`src/rtl/output_fetch_cdf_pipe.sv`:
```
// -----------------------------------------------------------------------------
// output_fetch_cdf_pipe
//
// Output stage of the histogram-equalisation pipeline. Each accepted pixel is
// turned into a read of the CDF table. The pixel's CDF entry is picked out of
// the wide, multi-entry read word once the memory latency has elapsed. Results
// are delivered in issue order through a small show-ahead FIFO.
//
// Flow control is credit based. A pixel is accepted only if a FIFO slot is
// reserved for it, so reads already in flight always have somewhere to land.
// Bypass pixels skip the memory read but still travel the full latency, which
// keeps them ordered with the mapped pixels around them.
//
// Ports
//   clock               rising-edge clock
//   reset               synchronous, active-high reset
//   DataIn              pixel to map
//   InValid / InReady   input handshake (InReady = a credit is available)
//   Bypass              pass the pixel through unmapped (sampled at issue)
//   output_base_offset  CDF bank select, MSB of ReadAddress (sampled at issue)
//   ReadAddress         {bank, zeros, DataIn[PIXEL_W-1:LANE_W]} (combinational)
//   ReadEnable          read strobe for mapped issues (combinational)
//   ReadBus             read data, valid READ_LATENCY cycles after ReadEnable
//   DataOut / OutValid  FIFO head value and its valid flag
//   OutReady            downstream accepts the head value
//   OutCount            number of results popped since reset (wraps)
// -----------------------------------------------------------------------------
module output_fetch_cdf_pipe #(
    parameter int PIXEL_W      = 8,
    parameter int CDF_W        = 20,
    parameter int BUS_W        = 128,
    parameter int ENTRY_STRIDE = 32,
    parameter int ADDR_W       = 16,
    parameter int READ_LATENCY = 0,
    parameter int FIFO_DEPTH   = 4
) (
    input  logic               clock,
    input  logic               reset,
    input  logic [PIXEL_W-1:0] DataIn,
    input  logic               InValid,
    output logic               InReady,
    input  logic               Bypass,
    input  logic               output_base_offset,
    output logic [ADDR_W-1:0]  ReadAddress,
    output logic               ReadEnable,
    input  logic [BUS_W-1:0]   ReadBus,
    output logic [CDF_W-1:0]   DataOut,
    output logic               OutValid,
    input  logic               OutReady,
    output logic [31:0]        OutCount
);

    // -------------------------------------------------------------------------
    // Derived sizes
    // -------------------------------------------------------------------------
    localparam int LANES  = BUS_W / ENTRY_STRIDE;
    localparam int LANE_W = $clog2(LANES);
    // Zero padding between the bank bit and the word index in ReadAddress.
    localparam int PAD_W  = ADDR_W - 1 - (PIXEL_W - LANE_W);
    // Credits and occupancy must be able to hold the value FIFO_DEPTH itself.
    localparam int CRED_W = $clog2(FIFO_DEPTH + 1);
    localparam int PTR_W  = (FIFO_DEPTH > 1) ? $clog2(FIFO_DEPTH) : 1;

    localparam logic [CRED_W-1:0] CRED_ONE  = CRED_W'(1);
    localparam logic [CRED_W-1:0] CRED_FULL = CRED_W'(FIFO_DEPTH);
    localparam logic [PTR_W-1:0]  PTR_ONE   = PTR_W'(1);
    localparam logic [PTR_W-1:0]  PTR_LAST  = PTR_W'(FIFO_DEPTH - 1);

    // Per-read bookkeeping that rides alongside the memory access.
    typedef struct packed {
        logic               valid;
        logic [LANE_W-1:0]  lane;
        logic               bypass;
        logic [PIXEL_W-1:0] pixel;
    } tag_t;

    // -------------------------------------------------------------------------
    // Issue side
    // -------------------------------------------------------------------------
    logic [CRED_W-1:0] credits;
    logic              issue;
    tag_t              issue_tag;

    // A credit is a FIFO slot reserved for a pixel that has not landed yet.
    // Reset holds InReady low so nothing is accepted during the reset cycle.
    assign InReady     = !reset && (credits != '0);
    assign issue       = InValid && InReady;
    assign ReadEnable  = issue && !Bypass;
    assign ReadAddress = {output_base_offset, {PAD_W{1'b0}}, DataIn[PIXEL_W-1:LANE_W]};

    assign issue_tag = '{
        valid:  issue,
        lane:   DataIn[LANE_W-1:0],
        bypass: Bypass,
        pixel:  DataIn
    };

    // -------------------------------------------------------------------------
    // Tag pipe: delays the tag so that it meets its read data at the tail
    // -------------------------------------------------------------------------
    tag_t tail_tag;

    if (READ_LATENCY == 0) begin : g_no_pipe
        // The read data comes back in the issue cycle, so the tag is used as is.
        assign tail_tag = issue_tag;
    end else begin : g_pipe
        tag_t stage [READ_LATENCY];

        // NOTE: state registers use non-blocking assignments so that every
        // stage samples the value its neighbour held before this clock edge.
        always_ff @(posedge clock) begin
            if (reset) begin
                // Clearing only the valid bits is enough to drop every read
                // in flight; the payload is meaningless without them.
                for (int i = 0; i < READ_LATENCY; i++) begin
                    stage[i].valid <= 1'b0;
                end
            end else begin
                stage[0] <= issue_tag;
                for (int i = 1; i < READ_LATENCY; i++) begin
                    stage[i] <= stage[i-1];
                end
            end
        end

        assign tail_tag = stage[READ_LATENCY-1];
    end

    // -------------------------------------------------------------------------
    // Capture: pick this pixel's entry out of the packed read word
    // -------------------------------------------------------------------------
    logic [CDF_W-1:0] lane_data [LANES];
    logic [CDF_W-1:0] push_data;
    logic             push;

    for (genvar g = 0; g < LANES; g++) begin : g_lane
        assign lane_data[g] = ReadBus[g*ENTRY_STRIDE +: CDF_W];
    end

    // Bits of each slot above CDF_W carry nothing for this stage.
    logic unused_read_bus;
    assign unused_read_bus = ^ReadBus;

    // Bypass items never look at ReadBus, which may hold anything that cycle.
    assign push      = tail_tag.valid;
    assign push_data = tail_tag.bypass ? CDF_W'(tail_tag.pixel)
                                       : lane_data[tail_tag.lane];

    // -------------------------------------------------------------------------
    // Result FIFO (show-ahead)
    // -------------------------------------------------------------------------
    logic [CDF_W-1:0]  fifo_mem [FIFO_DEPTH];
    logic [PTR_W-1:0]  wr_ptr;
    logic [PTR_W-1:0]  rd_ptr;
    logic [CRED_W-1:0] occupancy;
    logic              pop;

    function automatic logic [PTR_W-1:0] next_ptr(input logic [PTR_W-1:0] ptr);
        return (ptr == PTR_LAST) ? '0 : ptr + PTR_ONE;
    endfunction

    assign OutValid = (occupancy != '0);
    assign pop      = OutValid && OutReady;

    // An empty FIFO shows zero, so uninitialised storage never reaches DataOut.
    assign DataOut  = OutValid ? fifo_mem[rd_ptr] : '0;

    // NOTE: the storage array has no reset. Only the pointers and the
    // occupancy decide what is visible, so stale contents are harmless and the
    // array can map onto plain RAM cells.
    always_ff @(posedge clock) begin
        if (push && !reset) begin
            fifo_mem[wr_ptr] <= push_data;
        end
    end

    always_ff @(posedge clock) begin
        if (reset) begin
            wr_ptr    <= '0;
            rd_ptr    <= '0;
            occupancy <= '0;
        end else begin
            if (push) begin
                wr_ptr <= next_ptr(wr_ptr);
            end
            if (pop) begin
                rd_ptr <= next_ptr(rd_ptr);
            end
            // A push and a pop in the same cycle leave the occupancy unchanged.
            case ({push, pop})
                2'b10:   occupancy <= occupancy + CRED_ONE;
                2'b01:   occupancy <= occupancy - CRED_ONE;
                default: occupancy <= occupancy;
            endcase
        end
    end

    // -------------------------------------------------------------------------
    // Credits and result counter
    // -------------------------------------------------------------------------
    // Issue consumes a slot and pop frees one. A push only turns a reserved
    // slot into an occupied one, so it leaves the credits alone.
    always_ff @(posedge clock) begin
        if (reset) begin
            credits  <= CRED_FULL;
            OutCount <= '0;
        end else begin
            case ({issue, pop})
                2'b10:   credits <= credits - CRED_ONE;
                2'b01:   credits <= credits + CRED_ONE;
                default: credits <= credits;
            endcase
            if (pop) begin
                OutCount <= OutCount + 32'd1;
            end
        end
    end

endmodule

```
`config.mk`:
```
export PLATFORM = sky130hd
export DESIGN_NAME = output_fetch_cdf_pipe
export DESIGN_NICKNAME = d
export VERILOG_FILES = /design/src/rtl/output_fetch_cdf_pipe.sv
export SDC_FILE = /design/constraint.sdc
export NUM_CORES = 1
export LEC_CHECK = 0
export BUFFER_PORTS_ARGS = -buffer_cell sky130_fd_sc_hd__buf_2
export CAP_MARGIN = 20
export CORE_ASPECT_RATIO = 1.4
export CORE_MARGIN = 2
export CORE_UTILIZATION = 40
export DETAILED_ROUTE_END_ITERATION = 8
export PLACE_DENSITY = 0.7
export SLEW_MARGIN = 15
export SYNTH_ARGS = -nofsm -noshare
export SYNTH_HDL_FRONTEND = slang
export SYNTH_SLANG_ARGS = --single-unit
```
`constraint.sdc`:
```
create_clock -name clock -period 2.8 [get_ports clock]
set_input_delay 0.28 -clock clock [delete_from_list [all_inputs] [get_ports clock]]
set_output_delay 0.28 -clock clock [all_outputs]
set_load 0.05 [all_outputs]
```
==> flow_summary_export.csv, run 1 <==
group,metric,value,unit
power_and_ir_drop,p_comb_share,31.0,%
die,core_region_area,14400,um^2
drt,wl,13.1,mm
worst_setup_path,r2r_start,"credits[1]$_SDFFE_PP0P_",
power_and_ir_drop,power.internal,4.05,mW
power_and_ir_drop,switching_share,36.4,%
drt,drc,0,
clock_tree,post_cts_buffers,0,
die,start_util,40.9,%
die,die_h,148,um
power_and_ir_drop,clockPowerShare,33.9,%
placed_design,dp.cells,752,
sta,slew_headroom,50.2,%
sta,fin_crit,2.40,ns
worst_setup_path,cpPeakStageDelay,0.38,ns
placed_design,pre_cts_ws,0.395,ns
global_routing,grtUsageTotal,17.5,%
worst_setup_path,crit_path_top_delay_cell,"dfxtp_1",
clock_tree,cts_resized,0,
yosys,syn_inst,428,
power_and_ir_drop,finalPower,6.37,mW
die,die_x,107,um
worst_setup_path,worstPathMaxFanout,6,
cells_and_area,final_cells,785,
sta,setup_viol,0,
worst_setup_path,r2r-end,"credits[2]$_SDFFE_PP1P_",
worst_setup_path,start_kind,"flop",
sta,clock_skew,0.0107,ns
placed_design,place_area,6810,um^2
clock_tree,htreeDepth,4,
clock_tree,path_clk_slew,0.06,ns
worst_setup_path,reg2reg_slack,0.40,ns
clock_tree,hold_buffers,0,
drt,vias,3958,
drt,via_per_inst,5.04,
sta,holdWs,0.248,ns
drt,drtIter0Drc,183,
worst_setup_path,path_cells,"nor3_1 > nor2_2 > and2_1 > inv_2 > ha_1 > xnor2_1 > ha_1 > or3_1 > a21oi_1 > xnor2_1 > nand2b_1",
sta,setup_ws,0.395,ns
clock_tree,clock_latency,0.41,ns
die,die_area,15800,um^2
cells_and_area,drive_gt1_share,43.2,%
yosys,ys_seq_area_share,55.6,%
placed_design,gp_congestion,0.756,
power_and_ir_drop,leakage,2.88,nW
die,ios,213,
sta,fmax,416,MHz
worst_setup_path,path_class,"reg2reg",
global_routing,grt_max_degree,43,
placed_design,dp_hpwl,9.34,mm
yosys,synth-main-ff-cell,"edfxtp_1",
yosys,synth_area_per_cell,13.8,um^2
clock_tree,cts_sinks,124,
global_routing,grt_pass1_wl,21.3,mm
cells_and_area,fin_nets,734,
worst_setup_path,worstSetupStartpoint,"credits[1]$_SDFFE_PP0P_",
power_and_ir_drop,p_sw,2.32,mW
sta,hold_violations,0,
drt,wl_per_cell,16.7,um
worst_setup_path,critPathRequiredTime,3.10,ns
power_and_ir_drop,power_density,861,nW/um^2
sta,tns,0,ns
sta,slew_viol_final,0,
placed_design,io_buffers,153,
global_routing,grt_antenna_before_repair,3,
worst_setup_path,reg2reg_depth,11,
status,status,"finished, final reports clean",
cells_and_area,area_growth,25.4,%
clock_tree,clock-root-buffer,"clkbuf_16",
yosys,async_flop_share,0,%
clock_tree,numCtsBuffers,17,
die,rows,52,
yosys,syn_area,5900,um^2
sta,grt_setup_unrepaired,"no",
flow_run,maxCapViolations,0,
clock_tree,cts_tree,"built",
worst_setup_path,crit_arrival,2.70,ns
yosys,yosys_warnings,0,
global_routing,overflow,0,
sta,period_share,85.9,%
drt,detail-route-antenna-nets,0,
yosys,synth_edf_count,80,
cells_and_area,fin_area,7400,um^2
clock_tree,clockBufferDepth,2,
cells_and_area,utilization,51.2,%
worst_setup_path,cp-endpoint,"credits[2]$_SDFFE_PP1P_",
worst_setup_path,end_kind,"flop",
hold_path,hold_class,"in2reg",
global_routing,grt_pass1_vias,4242,
drt,first_pass_iters,4,
yosys,synth_cell_type_count,38,
sta,tightest_slew,0.747,ns
power_and_ir_drop,seqPwrFrac,35.1,%
power_and_ir_drop,peakVddDrop,0.000513,V
yosys,synth_seq_cells,124,
[flip-flops by register name, summed over array words and instances (netlist names), named ones only]
signal / cells
rd_ptr: 2
occupancy: 3
fifo_mem: 80
OutCount: 32
credits: 3
wr_ptr: 2
[routing by layer]
metal / track usage (%) / wire length (um) / vias to the layer above
met1: 18.7 / 4910 / 1946
met4: 4.55 / 51 / 4
met2: 32.9 / 7250 / 122
met3: 5.64 / 870 / 8
li1: - / - / 1878
met5: 0 / 26 / -
[power by group through the flow]
| stage | clock, mW | sequential [mW] | combinational [mW] |
|---|---|---|---|
| floorplan | 0 | 2.25 | 1.52 |
| global placement | 0 | 2.26 | 1.95 |
| detailed placement | 0 | 2.28 | 1.99 |
| CTS | 2.22 | 2.24 | 2.00 |
| global route | 2.30 | 2.26 | 2.12 |
| finish | 2.16 | 2.24 | 1.97 |
[cells in the mapped netlist, types with 3 or more instances]
| master | n | area [um^2] |
|---|---|---|
| nor2b_1 | 36 | 225 |
| and4_1 | 5 | 43.8 |
| mux2i_1 | 4 | 40.0 |
| o21ai_0 | 5 | 25.0 |
| edfxtp_1 | 80 | 2400 |
| xnor2_1 | 21 | 184 |
| inv_1 | 5 | 18.8 |
| or3_1 | 5 | 31.3 |
| buf_4 | 16 | 120 |
| and3_1 | 7 | 43.8 |
| nor2_1 | 38 | 143 |
| buf_2 | 5 | 25.0 |
| nand4_1 | 4 | 25.0 |
| a21oi_1 | 8 | 40.0 |
| xor2_1 | 14 | 123 |
| and2_1 | 3 | 18.8 |
| dfxtp_1 | 44 | 881 |
| mux4_2 | 38 | 856 |
| mux2_2 | 8 | 90.1 |
| nor4_2 | 7 | 87.6 |
| o31ai_1 | 4 | 30.0 |
| clkbuf_1 | 12 | 45.0 |
| nand3_1 | 10 | 50.1 |
| ha_1 | 10 | 125 |
| nor3_1 | 10 | 50.1 |
| nand2_1 | 16 | 60.1 |
[critical path, delay by kind of cell, from the launching register on]
family                   cells  cell delay, ns
AND/OR/NAND/NOR              5            0.87
adder cells (fa/ha/maj)      2            0.47
flip-flops                   1            0.38
XOR/XNOR                     2            0.31
AO/OA/AOI/OAI                1            0.18
buffers and inverters        1            0.07
[cell usage in the layout, fill, tap and decap left out, types with 2 or more instances in the layout]
cell        count
nor4_2          7
o31ai_1         4
nor2b_1        36
or3_1           5
mux2i_1         4
and4_1          5
buf_4          10
nand2_1        16
dfxtp_1        43
ha_1           10
clkbuf_16      17
xnor2_1        21
nand4_1         4
buf_2         153
nor2_1         37
mux4_2         38
clkinvlp_4      2
nand3_1        10
a21oi_1         8
and3_1          7
conb_1          9
o21ai_0         5
mux2_2          8
inv_1           5
inv_8           6
edfxtp_1       80
inv_6           6
nor3_1          9
xor2_1         14
and2_1          3
[cells by family (layout without fill, tap and decap cells)]
family                     Yosys count  in the layout  synth area share, %
muxes                               50             50                 16.7
AOI/OAI and AO/OA                   19             19                 2.06
xor gates and xnor gates            35             35                 5.19
buffers and inverters               43            202                 4.01
adders and majority gates           10             10                 2.12
and+or+nand+nor                    146            146                 14.2
other                                1             10               0.0635
DFF                                124            124                 55.6
[area by class of cell]
cell class,instances,area [um^2]
flip-flops and latches,124,3280
clock buffers,17,425
inverters,7,27.5
well taps,189,236
diodes,1,2.50
clock inverters,15,165
multi-input cells,269,2420
fillers,1278,7040
repair buffers,163,841
[worst min-delay path by stage]
stage,startpoint,endpoint,slack (ns),cells after the start
floorplan,rd_ptr[1]$_SDFFE_PP0P_,flop,0.45,2
global placement,rd_ptr[1]$_SDFFE_PP0P_,rd_ptr[1]$_SDFFE_PP0P_,0.46,2
detailed placement,rd_ptr[1]$_SDFFE_PP0P_,flop,0.49,2
CTS,DataIn[6],fifo_mem[3][6]$_DFFE_PP_,0.22,2
global route,DataIn[6],fifo_mem[3][6]$_DFFE_PP_,0.24,2
finish,DataIn[6],fifo_mem[3][6]$_DFFE_PP_,0.25,2
Note: power is estimated with default switching activity, not from simulation.
==> inputs of run 2 (changes only) <==
--- a/config.mk
+++ b/config.mk
@@ -7,7 +7,7 @@
 export LEC_CHECK = 0
 export BUFFER_PORTS_ARGS = -buffer_cell sky130_fd_sc_hd__buf_2
 export CAP_MARGIN = 20
-export CORE_ASPECT_RATIO = 1.4
+export CORE_ASPECT_RATIO = 0.8
 export CORE_MARGIN = 2
 export CORE_UTILIZATION = 40
 export DETAILED_ROUTE_END_ITERATION = 8
==> flow_summary_export.csv, run 2 (same netlist as run 1, synthesis figures left out) <==
group,metric,value,unit
cells_and_area,area_growth,25.3,%
power_and_ir_drop,leakage,2.88,nW
clock_tree,clock-root-buffer,"clkbuf_16",
die,rows,39,
drt,via_per_inst,5.10,
sta,slew_headroom,54.9,%
drt,drtIter0Drc,273,
cells_and_area,fill_cells,1258,
cells_and_area,utilization,51.5,%
sta,tns,0,ns
power_and_ir_drop,power_density,864,nW/um^2
placed_design,io_buffers,153,
flow_run,maxCapViolations,0,
drt,wl,12.9,mm
sta,grt_setup_unrepaired,"no",
placed_design,dp_hpwl,9.20,mm
worst_setup_path,reg2reg_slack,0.40,ns
cells_and_area,reg_top3,"fifo_mem x80, OutCount x32",
worst_setup_path,start_kind,"flop",
drt,dr_wl_met3,600,um
cells_and_area,largest_register_ffs,80,
sta,slew_viol_final,0,
sta,tightest_slew,0.677,ns
worst_setup_path,crit_path_top_delay_cell,"dfxtp_1",
clock_tree,cts_resized,0,
cells_and_area,fin_nets,733,
drt,detail-route-antenna-nets,0,
clock_tree,cts_sinks,124,
status,status,"finished, final reports clean",
die,core_region_area,14300,um^2
global_routing,grt_pass1_vias,4026,
worst_setup_path,path_class,"reg2reg",
worst_setup_path,cpPeakStageDelay,0.38,ns
drt,drc,0,
drt,wl_per_cell,16.6,um
die,die_h,113,um
cells_and_area,drive_gt1_share,42.9,%
clock_tree,numCtsBuffers,17,
die,die_area,15700,um^2
worst_setup_path,path_cells,"nor3_1 > nor2_2 > and2_1 > inv_2 > ha_1 > xnor2_1 > ha_1 > or3_1 > a21oi_1 > xnor2_1 > nand2b_1",
sta,fmax,416,MHz
die,die_x,140,um
clock_tree,path_clk_slew,0.06,ns
drt,vias,3971,
global_routing,grtUsageTotal,17.0,%
sta,fin_crit,2.40,ns
cells_and_area,regMostFlops,"fifo_mem",
sta,period_share,85.8,%
power_and_ir_drop,peakVddDrop,0.000593,V
cells_and_area,final_common_cell,"buf_2",
worst_setup_path,crit_arrival,2.70,ns
worst_setup_path,end_kind,"flop",
worst_setup_path,worstPathMaxFanout,6,
worst_setup_path,critPathRequiredTime,3.10,ns
clock_tree,hold_buffers,0,
die,start_util,41.1,%
global_routing,grt_antenna_before_repair,2,
global_routing,grt_max_degree,43,
die,ios,213,
sta,hold_violations,0,
drt,dr.max_layer_used,"met4",
clock_tree,clock_latency,0.41,ns
hold_path,hold_class,"in2reg",
clock_tree,clockBufferDepth,2,
clock_tree,htreeDepth,4,
drt,dr_wl_met2,6.73,mm
power_and_ir_drop,finalPower,6.39,mW
placed_design,gp_congestion,0.856,
cells_and_area,mostFrequentLayoutCells,"buf_2, edfxtp_1, dfxtp_1",
clock_tree,cts_tree,"built",
drt,drt-met1-wl,5.40,mm
sta,clock_skew,0.00969,ns
global_routing,grt_pass1_wl,20.7,mm
clock_tree,post_cts_buffers,0,
sta,setup_viol,0,
drt,first_pass_iters,5,
global_routing,overflow,0,
==> run 2: cell type report <==
type | count | area (um^2) | share of cell area (%)
clock buffers | 17 | 425 | 5.75
multi-input cells | 269 | 2420 | 32.7
clock inverters | 15 | 173 | 2.34
repair buffers | 162 | 833 | 11.3
flip-flops and latches | 124 | 3280 | 44.4
inverters | 7 | 27.5 | 0.372
diodes | 1 | 2.50 | 0.0338
well taps | 184 | 230 | 3.11
==> run 2: where the power goes <==
part | internal, mW | total (mW) | switching [mW]
combinational | 0.659 | 2.01 | 1.35
sequential | 2.11 | 2.20 | 0.0870
clock | 1.28 | 2.18 | 0.905
==> run 2: critical path, delay by kind of cell (launching register included) <==
family,cells,cell delay (ns)
compound gates,1,0.19
xor+xnor,2,0.28
fa+ha+maj,2,0.46
buf+inv,1,0.08
flops,1,0.38
simple gates,5,0.89
==> run 2: stage by stage <==
step | cells | area (um^2) | hold WS [ns] | worst slack (ns)
after CTS | 778 | 7390 | 0.226 | 0.394
after global placement | 746 | 6790 | 0.470 | 0.452
final | 779 | 7390 | 0.235 | 0.397
after global routing | 778 | 7390 | 0.242 | 0.171
after floorplan | 436 | 5930 | 0.454 | 0.156
after detailed placement | 746 | 6790 | 0.485 | 0.399
==> run 2: final timing paths <==
kind,from,to,cells past startpoint
setup reg to reg,credits[0]$_SDFFE_PP0P_,credits[2]$_SDFFE_PP1P_,11
hold / removal,DataIn[7],fifo_mem[0][7]$_DFFE_PP_,2
hold reg to reg,rd_ptr[1]$_SDFFE_PP0P_,rd_ptr[1]$_SDFFE_PP0P_,2
setup / recovery,credits[0]$_SDFFE_PP0P_,credits[2]$_SDFFE_PP1P_,11
==> run 2: routing by layer <==
| metal | track usage (%) | up-vias |
|---|---|---|
| met2 | 29.6 | 93 |
| li1 | - | 1881 |
| met1 | 20.7 | 1980 |
| met4 | 5.53 | 0 |
| met3 | 4.69 | 17 |
| met5 | 0 | - |
